## src/rtl/pwm_capture_pkg.sv

```systemverilog
// Shared definitions for PWM capture: FSM state encoding and counter range helper.
package pwm_capture_pkg;

  typedef enum logic [1:0] {
    ST_IDLE = 2'd0,
    ST_HIGH = 2'd1,
    ST_LOW  = 2'd2
  } cap_state_e;

  // Largest value a w-bit period/high-time counter can hold.
  function automatic int unsigned cnt_max(input int unsigned w);
    return (32'd1 << w) - 32'd1;
  endfunction

endpackage

```

## src/rtl/pwm_capture_if.sv

```systemverilog
// PWM capture bus: the raw PWM input and the measurement results.
// valid is a one-cycle strobe with no back-pressure; a consumer samples period/high_time while valid is high.
interface pwm_capture_if #(
  parameter int W = 8
);
  logic         pwm_in;
  logic [W-1:0] period;
  logic [W-1:0] high_time;
  logic         valid;
  logic         no_signal;
  logic         level;

  modport master (
    input  pwm_in,
    output period, high_time, valid, no_signal, level
  );

  modport slave (
    output pwm_in,
    input  period, high_time, valid, no_signal, level
  );
endinterface

```

## src/rtl/pwm_capture_sync_edge_detect.sv

```systemverilog
// Synchronizes an asynchronous input and flags its rising/falling edges.
module pwm_capture_sync_edge_detect #(
  parameter int SYNC_STAGES = 2
) (
  input  logic cclk,
  input  logic rstb,
  input  logic async_i,
  output logic s_o,
  output logic rise_o,
  output logic fall_o
);

  logic [SYNC_STAGES-1:0] sync_q, sync_d;
  logic                   prev_q;

  assign sync_d = {sync_q[SYNC_STAGES-2:0], async_i};

  always_ff @(posedge cclk) begin
    if (!rstb) begin
      sync_q <= '0;
      prev_q <= 1'b0;
    end else begin
      sync_q <= sync_d;
      prev_q <= sync_q[SYNC_STAGES-1];
    end
  end

  assign s_o    = sync_q[SYNC_STAGES-1];
  assign rise_o = s_o & ~prev_q;
  assign fall_o = ~s_o & prev_q;

endmodule

```

## src/rtl/pwm_capture.sv

```systemverilog
// Measures period and high time of an asynchronous PWM input in cclk cycles and
// flags a stuck input when no edge arrives within the counter range.
module pwm_capture
  import pwm_capture_pkg::*;
#(
  parameter int W           = 8,
  parameter int SYNC_STAGES = 2
) (
  input  logic               cclk,
  input  logic               rstb,
  pwm_capture_if.master      bus,
  output cap_state_e         state_o
);

  localparam logic [W-1:0] CNT_MAX = W'(cnt_max(W));

  logic s, rise, fall;

  pwm_capture_sync_edge_detect #(.SYNC_STAGES(SYNC_STAGES)) u_sync (
    .cclk    (cclk),
    .rstb    (rstb),
    .async_i (bus.pwm_in),
    .s_o     (s),
    .rise_o  (rise),
    .fall_o  (fall)
  );

  cap_state_e   state_q, state_d;
  logic [W-1:0] cnt_q, cnt_d;
  logic [W-1:0] hi_q, hi_d;
  logic [W-1:0] period_q, period_d;
  logic [W-1:0] high_q, high_d;
  logic         valid_q, valid_d;
  logic         nosig_q, nosig_d;
  logic         level_q;
  logic         at_max;

  assign at_max = (cnt_q == CNT_MAX);

  always_comb begin
    state_d  = state_q;
    cnt_d    = cnt_q;
    hi_d     = hi_q;
    period_d = period_q;
    high_d   = high_q;
    valid_d  = 1'b0;
    nosig_d  = nosig_q;

    if (rise) begin
      cnt_d = W'(1);
    end else if (state_q != ST_IDLE && !at_max) begin
      cnt_d = cnt_q + W'(1);
    end

    // A timeout wins over a coincident edge so a wrapped measurement is never published.
    case (state_q)
      ST_IDLE: begin
        if (rise) begin
          state_d = ST_HIGH;
          nosig_d = 1'b0;
        end
      end
      ST_HIGH: begin
        if (at_max) begin
          state_d = ST_IDLE;
          nosig_d = 1'b1;
        end else if (fall) begin
          state_d = ST_LOW;
          hi_d    = cnt_q;
        end
      end
      ST_LOW: begin
        if (at_max) begin
          state_d = ST_IDLE;
          nosig_d = 1'b1;
        end else if (rise) begin
          state_d  = ST_HIGH;
          period_d = cnt_q;
          high_d   = hi_q;
          valid_d  = 1'b1;
        end
      end
      default: state_d = ST_IDLE;
    endcase
  end

  always_ff @(posedge cclk) begin
    if (!rstb) begin
      state_q  <= ST_IDLE;
      cnt_q    <= '0;
      hi_q     <= '0;
      period_q <= '0;
      high_q   <= '0;
      valid_q  <= 1'b0;
      nosig_q  <= 1'b0;
      level_q  <= 1'b0;
    end else begin
      state_q  <= state_d;
      cnt_q    <= cnt_d;
      hi_q     <= hi_d;
      period_q <= period_d;
      high_q   <= high_d;
      valid_q  <= valid_d;
      nosig_q  <= nosig_d;
      level_q  <= s;
    end
  end

  assign bus.period    = period_q;
  assign bus.high_time = high_q;
  assign bus.valid     = valid_q;
  assign bus.no_signal = nosig_q;
  assign bus.level     = level_q;
  assign state_o       = state_q;

endmodule

```

## src/flat_wrapper.sv

```systemverilog
// flat-port wrapper written by rule: the top's interface ports become plain ports
module pwm_capture_flat import pwm_capture_pkg::*;
#(
  parameter int W           = 8,
  parameter int SYNC_STAGES = 2
)
  (cclk, rstb, state_o, bus_pwm_in, bus_period, bus_high_time, bus_valid, bus_no_signal, bus_level);
  pwm_capture_if #(.W(W)) bus_i ();
  input  logic cclk;
  input  logic rstb;
  output cap_state_e state_o;
  input wire logic [$bits(bus_i.pwm_in)-1:0] bus_pwm_in;
  output wire logic [$bits(bus_i.period)-1:0] bus_period;
  output wire logic [$bits(bus_i.high_time)-1:0] bus_high_time;
  output wire logic [$bits(bus_i.valid)-1:0] bus_valid;
  output wire logic [$bits(bus_i.no_signal)-1:0] bus_no_signal;
  output wire logic [$bits(bus_i.level)-1:0] bus_level;
  assign bus_i.pwm_in = bus_pwm_in;
  assign bus_period = bus_i.period;
  assign bus_high_time = bus_i.high_time;
  assign bus_valid = bus_i.valid;
  assign bus_no_signal = bus_i.no_signal;
  assign bus_level = bus_i.level;
  pwm_capture #(.W(W), .SYNC_STAGES(SYNC_STAGES)) u_core (.cclk(cclk), .rstb(rstb), .bus(bus_i), .state_o(state_o));
endmodule
```

## config.mk

```make
export PLATFORM = sky130hd
export DESIGN_NAME = pwm_capture_flat
export DESIGN_NICKNAME = d
export VERILOG_FILES = /design/src/rtl/pwm_capture_pkg.sv /design/src/rtl/pwm_capture_if.sv /design/src/rtl/pwm_capture_sync_edge_detect.sv /design/src/rtl/pwm_capture.sv /design/src/flat_wrapper.sv
export SDC_FILE = /design/constraint.sdc
export NUM_CORES = 1
export LEC_CHECK = 0
export BUFFER_PORTS_ARGS = -buffer_cell sky130_fd_sc_hd__buf_4
export CAP_MARGIN = 0
export CORE_MARGIN = 2
export CORE_UTILIZATION = 60
export DETAILED_ROUTE_END_ITERATION = 8
export PLACE_DENSITY = 0.91
export RECOVER_POWER = 100
export SYNTH_ARGS = -nofsm -noshare
export SYNTH_HDL_FRONTEND = slang
export SYNTH_SLANG_ARGS = --single-unit
```

## constraint.sdc

```tcl
create_clock -name cclk -period 3.3 [get_ports cclk]
set_input_delay 0.825 -clock cclk [delete_from_list [all_inputs] [get_ports cclk]]
set_output_delay 0.825 -clock cclk [all_outputs]
set_load 0.01 [all_outputs]
```

==> summary.txt, run 1 <==
Yosys
  • Post-synth EDFFs: 0
  • Post-synthesis mux area share: 5.18%
  • Synth async-reset ratio: 0%
  • Simple-gate area share of the yosys netlist: 20.9%
  • Synth warn: 0
  • Synth top area cells: dfxtp_1 45%, nand2_1 7.1%, a21oi_1 5.8%, mux2i_1 5.2%, buf_6 3.9%
  • Yosys cell types: 42
  • Post-synth net total: 191
  • Most instantiated cells after synthesis: 39 x dfxtp_1, 33 x nand2_1, 20 x a21oi_1, 15 x nor2_1, 9 x mux2i_1
  • Compound-Gate Fraction of Synth Area: 16.8%
  • Register area share after synthesis: 44.9%
  • Synth Flop Type: dfxtp_1
  • Cell taking the most area after synthesis: dfxtp_1
  • Synth Area in XOR/XNOR: 2.02%
  • Largest family of logic cells by synthesized area: simple AND/OR/NAND/NOR gates
  • Mapped Area: 1740 µm²
  • Count leader, synth: dfxtp_1
  • Post-Syn Instances: 183
  • Seq cells post-synth: 39
  • Post-synthesis adder-cell area fraction: 3.60%
  • Avg Cell Area, Syn: 9.50 µm²
  • Post-synth top area share: 44.9%

Layout
  • Layout cells sized above 1: 7.35%
  • Area of the multi-input gates: 797 µm²
  • Cell Count, Final, Fillers Out: 235
  • # diodes: 0
  • Sequential cell area: 781 µm²
  • # fillers: 237
  • Area grow syn2layout: 3.02%
  • Fin nets: 211

Timing
  • Clk_skew: 0.00699 ns
  • RSZ-0062 raised after global routing: no
  • Post-Route Setup TNS: 0 ns
  • Final min period: 2.36 ns
  • Worst-Margin Slew: 1.21 ns
  • # setup viols final: 0
  • Final slew viol count: 0
  • Slew headroom: 18.7%
  • Fmax: 423 MHz
  • Period utilization: 71.6%
  • Final-report hold violation count: 0

Drt
  • Drt via density: 5.71
  • Residual DRC: 0
  • Post-route ant nets: 0
  • First-pass detailed-route iteration total: 4
  • DR iter-0 viols: 35
  • Post-Route WL: 3.41 mm
  • WL/cell: 14.5 µm
  • Via count: 1342

Die
  • Core ar.: 2760 µm²
  • Die area: 3340 µm²
  • Chip width: 57.8 µm
  • Die Y-Extent: 57.8 µm
  • Row cnt: 19
  • Starting Density: 63.0%
  • Io pins: 24

Power and ir drop
  • Power per cell area: 425 nW/µm²
  • Leak: 0.685 nW
  • VDD IR max: 468 µV

Global route
  • Initial antenna violation count: 0
  • Pin count of the biggest net entering global routing: 26
  • Vias in the first global route: 1282
  • First-pass GRT wire length: 5.78 mm
  • GRT Util Overall: 22.5%
  • Global route total overflow: 0

Placement
  • IO Port Bufs: 23
  • GPL Wtd Cong: 0.782
  • Post-DP HPWL: 2.43 mm
  • Placed cell count: 227

Clocking
  • CTS Root Cell: clkbuf_4
  • CTS tree: done
  • # clock sinks: 39
  • Skew-Pair Late Insertion Delay: 0.34 ns
  • Worst-path clk slew: 0.11 ns
  • Post-CTS resize count: 0
  • Number of buffers created by CTS: 5
  • H-Tree Depth: 2
  • Clock buffer depth: 2
  • Post-CTS setup repair buffer count: 0
  • Post-CTS Hold Fix Bufs: 0

Status
  • Status: completed

Worst setup path
  • Crit-path max FO: 17
  • Setup crit end kind: flip-flop
  • Crit path DAT: 2.64 ns
  • Startpoint Class: flip-flop
  • Crit path required time: 3.57 ns
  • R2R cell count: 5
  • Crit Path Category: reg -> reg

Worst hold path
  • Min-Delay Path Class: reg -> reg
  • Hold Path Cell Cnt: 1

Job
  • Max Cap Viol: 0
[final cells by class]
class	instances	area share (%)
sequential	39	43.6
clock inverter	2	0.699
multi-input combinational	127	44.5
tap	31	2.17
timing repair buffer	24	5.45
clock buffer	6	2.31
inverter	6	1.26
[registers in the layout (all words and copies together), names as in the netlist]
signal,count
u_core.bus.high_time,8
u_core.bus.period,8
u_core.cnt_q,8
u_core.hi_q,8
u_core.state_o,2
u_core.u_sync.sync_q,2
u_core.bus.level,1
u_core.bus.no_signal,1
u_core.bus.valid,1
[layout by cell type, fill, tap and decap left out, drive strengths merged]
master,count
o21ai,2
nand2b,1
nor4,1
clkbuf,28
nand2,33
nand3,6
o22ai,1
and4b,1
a31oi,2
and2b,1
a21oi,20
inv,6
buf,2
a2111oi,1
nor2,15
a211o,1
o41ai,1
and4,1
a32o,1
nor3b,1
o32ai,2
a211oi,3
o211a,1
clkinvlp,1
mux2i,9
xnor2,4
nor3,1
and2,3
and3,1
or4,1
nor4b,1
o211ai,2
or3,2
clkinv,1
nand4,2
dfxtp,39
nor2b,1
ha,5
[through the flow]
stage	power [W]	hold slack, ns	utilization, %	area [µm²]	setup WS [ns]
after floorplan	0.000526	0.412	-	1740	1.43
after global placement	0.000535	0.424	67.6	1870	1.47
after detailed placement	0.000538	0.427	67.6	1870	1.30
after CTS	0.000768	0.454	69.6	1920	1.28
after global routing	0.000792	0.474	64.9	1790	0.746
final	0.000760	0.452	64.9	1790	0.938
[report_power, final]
| part | leakage (nW) | internal, W | switching (W) | total [W] |
|---|---|---|---|---|
| logic | 0.341 | 0.0000166 | 0.0000255 | 0.0000421 |
| registers | 0.315 | 0.000475 | 0.00000659 | 0.000482 |
| clock network | 0.0282 | 0.0000822 | 0.000154 | 0.000237 |
[worst paths after layout]
kind                                              start                       to  slack (ns)
worst max register to register          u_core.cnt_q[0]     u_core.bus.period[3]        0.94
worst min register to register  u_core.u_sync.sync_q[0]  u_core.u_sync.sync_q[1]        0.45
worst min-delay path            u_core.u_sync.sync_q[0]  u_core.u_sync.sync_q[1]        0.45
worst max-delay path                    u_core.cnt_q[0]     u_core.bus.period[3]        0.94
[routing by layer]
metal / track usage [%] / up-vias / part of all wire [%]
li1: - / 673 / -
met1: 25.9 / 620 / 44
met2: 38.8 / 39 / 47
met3: 7.59 / 10 / 6.1
met4: 7.97 / 0 / 2.0
met5: 0 / - / 0
[critical path, stage by stage, from the launching register on]
cell and delay [ns]:
dfxtp_1 0.46, ha_1 0.24, nand3_1 0.22, o211ai_1 1.02, nand2_1 0.14, a21oi_1 0.19
[cell families after synthesis]
| group | Yosys count |
|---|---|
| and+or+nand+nor | 72 |
| DFF | 39 |
| AOI/OAI and AO/OA | 37 |
| buffers and inverters | 17 |
| muxes | 9 |
| adders and majority gates | 5 |
| xor gates and xnor gates | 4 |
No activity file was read; power rests on OpenSTA's default activity.
==> run 2, diff against run 1 <==
CORE_UTILIZATION = 50   (was 60)
PLACE_DENSITY = 0.82   (was 0.91)
clock period = 2 ns   (was 3.3 ns; I/O delays follow)
==> run 2 against run 1 <==
Net effect: cell area increased by 6.5%; sequential share of layout area decreased by 2.7 points; cell count increased by 8.1%; combinational power increased by 96%; fmax increased by 30%; clock power increased by 130%; largest power group unchanged.
==> summary.txt, run 2 (same netlist as run 1, synthesis figures left out) <==
Status
  • Status: completed (unchanged)

Layout
  • Most frequent cells in the layout: 39 x dfxtp_1, 33 x nand2_1, 22 x clkbuf_1 (was 39 x dfxtp_1, 33 x nand2_1, 23 x clkbuf_1)
  • Area grow syn2layout: 9.72% (was 3.02%)
  • Most common cell after layout, fill and taps aside: dfxtp_1 (unchanged)
  • # fillers: 316 (was 237)
  • Final core utilization: 57.1% (was 64.9%)
  • Fin nets: 215 (was 211)
  • Layout cells sized above 1: 11.5% (was 7.35%)
  • Cell Count, Final, Fillers Out: 254 (was 235)
  • # diodes: 0 (unchanged)

Worst hold path
  • Hold Path Cell Cnt: 2 (was 1)
  • Min-Delay Path Class: in -> reg (was reg -> reg)
  • HP Start: bus_pwm_in (was u_core.u_sync.sync_q[0])
  • Hold EP: u_core.u_sync.sync_q[0] (was u_core.u_sync.sync_q[1])

Worst setup path
  • Crit path required time: 2.26 ns (was 3.57 ns)
  • Crit path DAT: 2.08 ns (was 2.64 ns)
  • Slack of the worst reg-to-reg path: 0.18 ns (was 0.94 ns)
  • R2R cell count: 6 (was 5)
  • Worst path bufs/invs: 1 (was 0)
  • RR Startpoint: u_core.state_o[0] (was u_core.cnt_q[0])
  • Crit-path cells: inv_1 > ha_1 > and4b_1 > a211o_4 > nor4b_2 > or3_1 (was ha_1 > nand3_1 > o211ai_1 > nand2_1 > a21oi_1)
  • Worst path max stage delay: 0.42 ns (was 1.02 ns)
  • Crit-path max FO: 5 (was 17)
  • R2r endpoint: u_core.state_o[0] (was u_core.bus.period[3])
  • Family with the most delay on the worst path: simple AND/OR/NAND/NOR gates (was compound AO/OA/AOI/OAI gates)
  • Cell depth of the worst setup path: 6 (was 5)
  • Crit Path Category: reg -> reg (unchanged)
  • Setup crit end kind: flip-flop (unchanged)
  • Startpoint Class: flip-flop (unchanged)
  • Slowest-stage cell, CP: dfxtp_1 (was o211ai_1)

Die
  • Core ar.: 3340 µm² (was 2760 µm²)
  • Starting Density: 52.1% (was 63.0%)
  • Io pins: 24 (unchanged)
  • Row cnt: 21 (was 19)
  • Die Y-Extent: 63.0 µm (was 57.8 µm)
  • Chip width: 63.0 µm (was 57.8 µm)
  • Die area: 3960 µm² (was 3340 µm²)

Global route
  • Global route total overflow: 0 (unchanged)
  • GRT Util Overall: 18.6% (was 22.5%)
  • First-pass GRT wire length: 5.78 mm (unchanged)
  • Pin count of the biggest net entering global routing: 23 (was 26)
  • Initial antenna violation count: 0 (unchanged)
  • Vias in the first global route: 1320 (was 1282)

Timing
  • RSZ-0062 raised after global routing: no (unchanged)
  • Clk_skew: 0.00938 ns (was 0.00699 ns)
  • Worst-Margin Slew: 0.514 ns (was 1.21 ns)
  • Final slew viol count: 0 (unchanged)
  • Period utilization: 90.8% (was 71.6%)
  • Final-report hold violation count: 0 (unchanged)
  • Final min period: 1.82 ns (was 2.36 ns)
  • Post-Route Setup TNS: 0 ns (unchanged)
  • Setup ws final: 0.185 ns (was 0.938 ns)
  • Slew headroom: 64.8% (was 18.7%)
  • Fmax: 551 MHz (was 423 MHz)
  • # setup viols final: 0 (unchanged)

Clocking
  • Post-CTS resize count: 0 (unchanged)
  • # clock sinks: 39 (unchanged)
  • CTS tree: done (unchanged)
  • Worst-path clk slew: 0.12 ns (was 0.11 ns)
  • Post-CTS Hold Fix Bufs: 0 (unchanged)
  • Post-CTS setup repair buffer count: 0 (unchanged)
  • H-Tree Depth: 2 (unchanged)
  • Clock buffer depth: 2 (unchanged)
  • Skew-Pair Late Insertion Delay: 0.36 ns (was 0.34 ns)
  • Number of buffers created by CTS: 5 (unchanged)
  • CTS Root Cell: clkbuf_4 (unchanged)

Placement
  • Post-DP HPWL: 2.25 mm (was 2.43 mm)
  • GPL Wtd Cong: 0.804 (was 0.782)
  • IO Port Bufs: 23 (unchanged)
  • Placed cell count: 246 (was 227)
  • Place WS: 0.204 ns (was 1.30 ns)

Drt
  • Drt via density: 5.31 (was 5.71)
  • First-pass detailed-route iteration total: 4 (unchanged)
  • DR iter-0 viols: 44 (was 35)
  • Via count: 1350 (was 1342)
  • Residual DRC: 0 (unchanged)
  • WL/cell: 12.9 µm (was 14.5 µm)
  • Post-route ant nets: 0 (unchanged)
  • Post-Route WL: 3.28 mm (was 3.41 mm)

Power and ir drop
  • Power per cell area: 741 nW/µm² (was 425 nW/µm²)
  • VDD IR max: 461 µV (was 468 µV)
  • Leak: 0.732 nW (was 0.685 nW)
  • Pwr Total: 0.00141 W (was 0.000760 W)

Job
  • Max Cap Viol: 0 (unchanged)
-- run 2: changes by cell type in the layout (fill, tap and decap cells not counted), sizes merged --
cell	change
bufinv	+1
clkinv	+1
clkinvlp	-1
buf	+4
clkbuf	-1
-- run 2: metrics by stage --
stage | hold WS, ns | instance area [µm²]
floorplan | 0.412 | 1740
global placement | 0.415 | 1910
detailed placement | 0.423 | 1910
CTS | 0.332 | 2000
global route | 0.325 | 1910
finish | 0.333 | 1910
-- run 2: power breakdown --
| group | leakage (nW) | internal (W) | switching (W) |
|---|---|---|---|
| Combinational | 0.372 | 0.0000327 | 0.0000498 |
| Clock | 0.0452 | 0.000263 | 0.000277 |
| Sequential | 0.315 | 0.000784 | 0.00000695 |
| Total | 0.732 | 0.00108 | 0.000334 |
-- run 2: how the worst max path moves through the flow --
stage | from | to | slack, ns
finish | u_core.state_o[0] | u_core.state_o[0] | 0.18
floorplan | u_core.state_o[0] | u_core.state_o[0] | 0.13
CTS | u_core.state_o[0] | u_core.state_o[0] | 0.19
detailed placement | u_core.state_o[0] | u_core.state_o[0] | 0.20
global route | u_core.state_o[0] | u_core.state_o[0] | 0.08
global placement | u_core.state_o[0] | u_core.state_o[0] | 0.28
-- run 2: layer usage --
| layer | vias up | track usage (%) | part of all wire (%) |
|---|---|---|---|
| met4 | 0 | 11.1 | 2.4 |
| met2 | 34 | 30.7 | 46 |
| li1 | 683 | - | - |
| met3 | 7 | 4.32 | 4.9 |
| met5 | - | 0 | 0 |
| met1 | 626 | 21.8 | 46 |
-- run 2: final cells by class --
class,count,area (µm²),share of cell area [%]
sequential,39,781,40.9
multi-input combinational,127,837,43.9
inverter,6,22.5,1.18
timing repair buffer,28,128,6.69
tap,46,57.6,3.02
clock inverter,3,43.8,2.30
clock buffer,5,37.5,1.97
-- run 2: worst register-to-register path, stage by stage, from the launching register on --
cell and delay (ns):
dfxtp_1 0.42, inv_1 0.12, ha_1 0.22, and4b_1 0.35, a211o_4 0.19, nor4b_2 0.05, or3_1 0.37
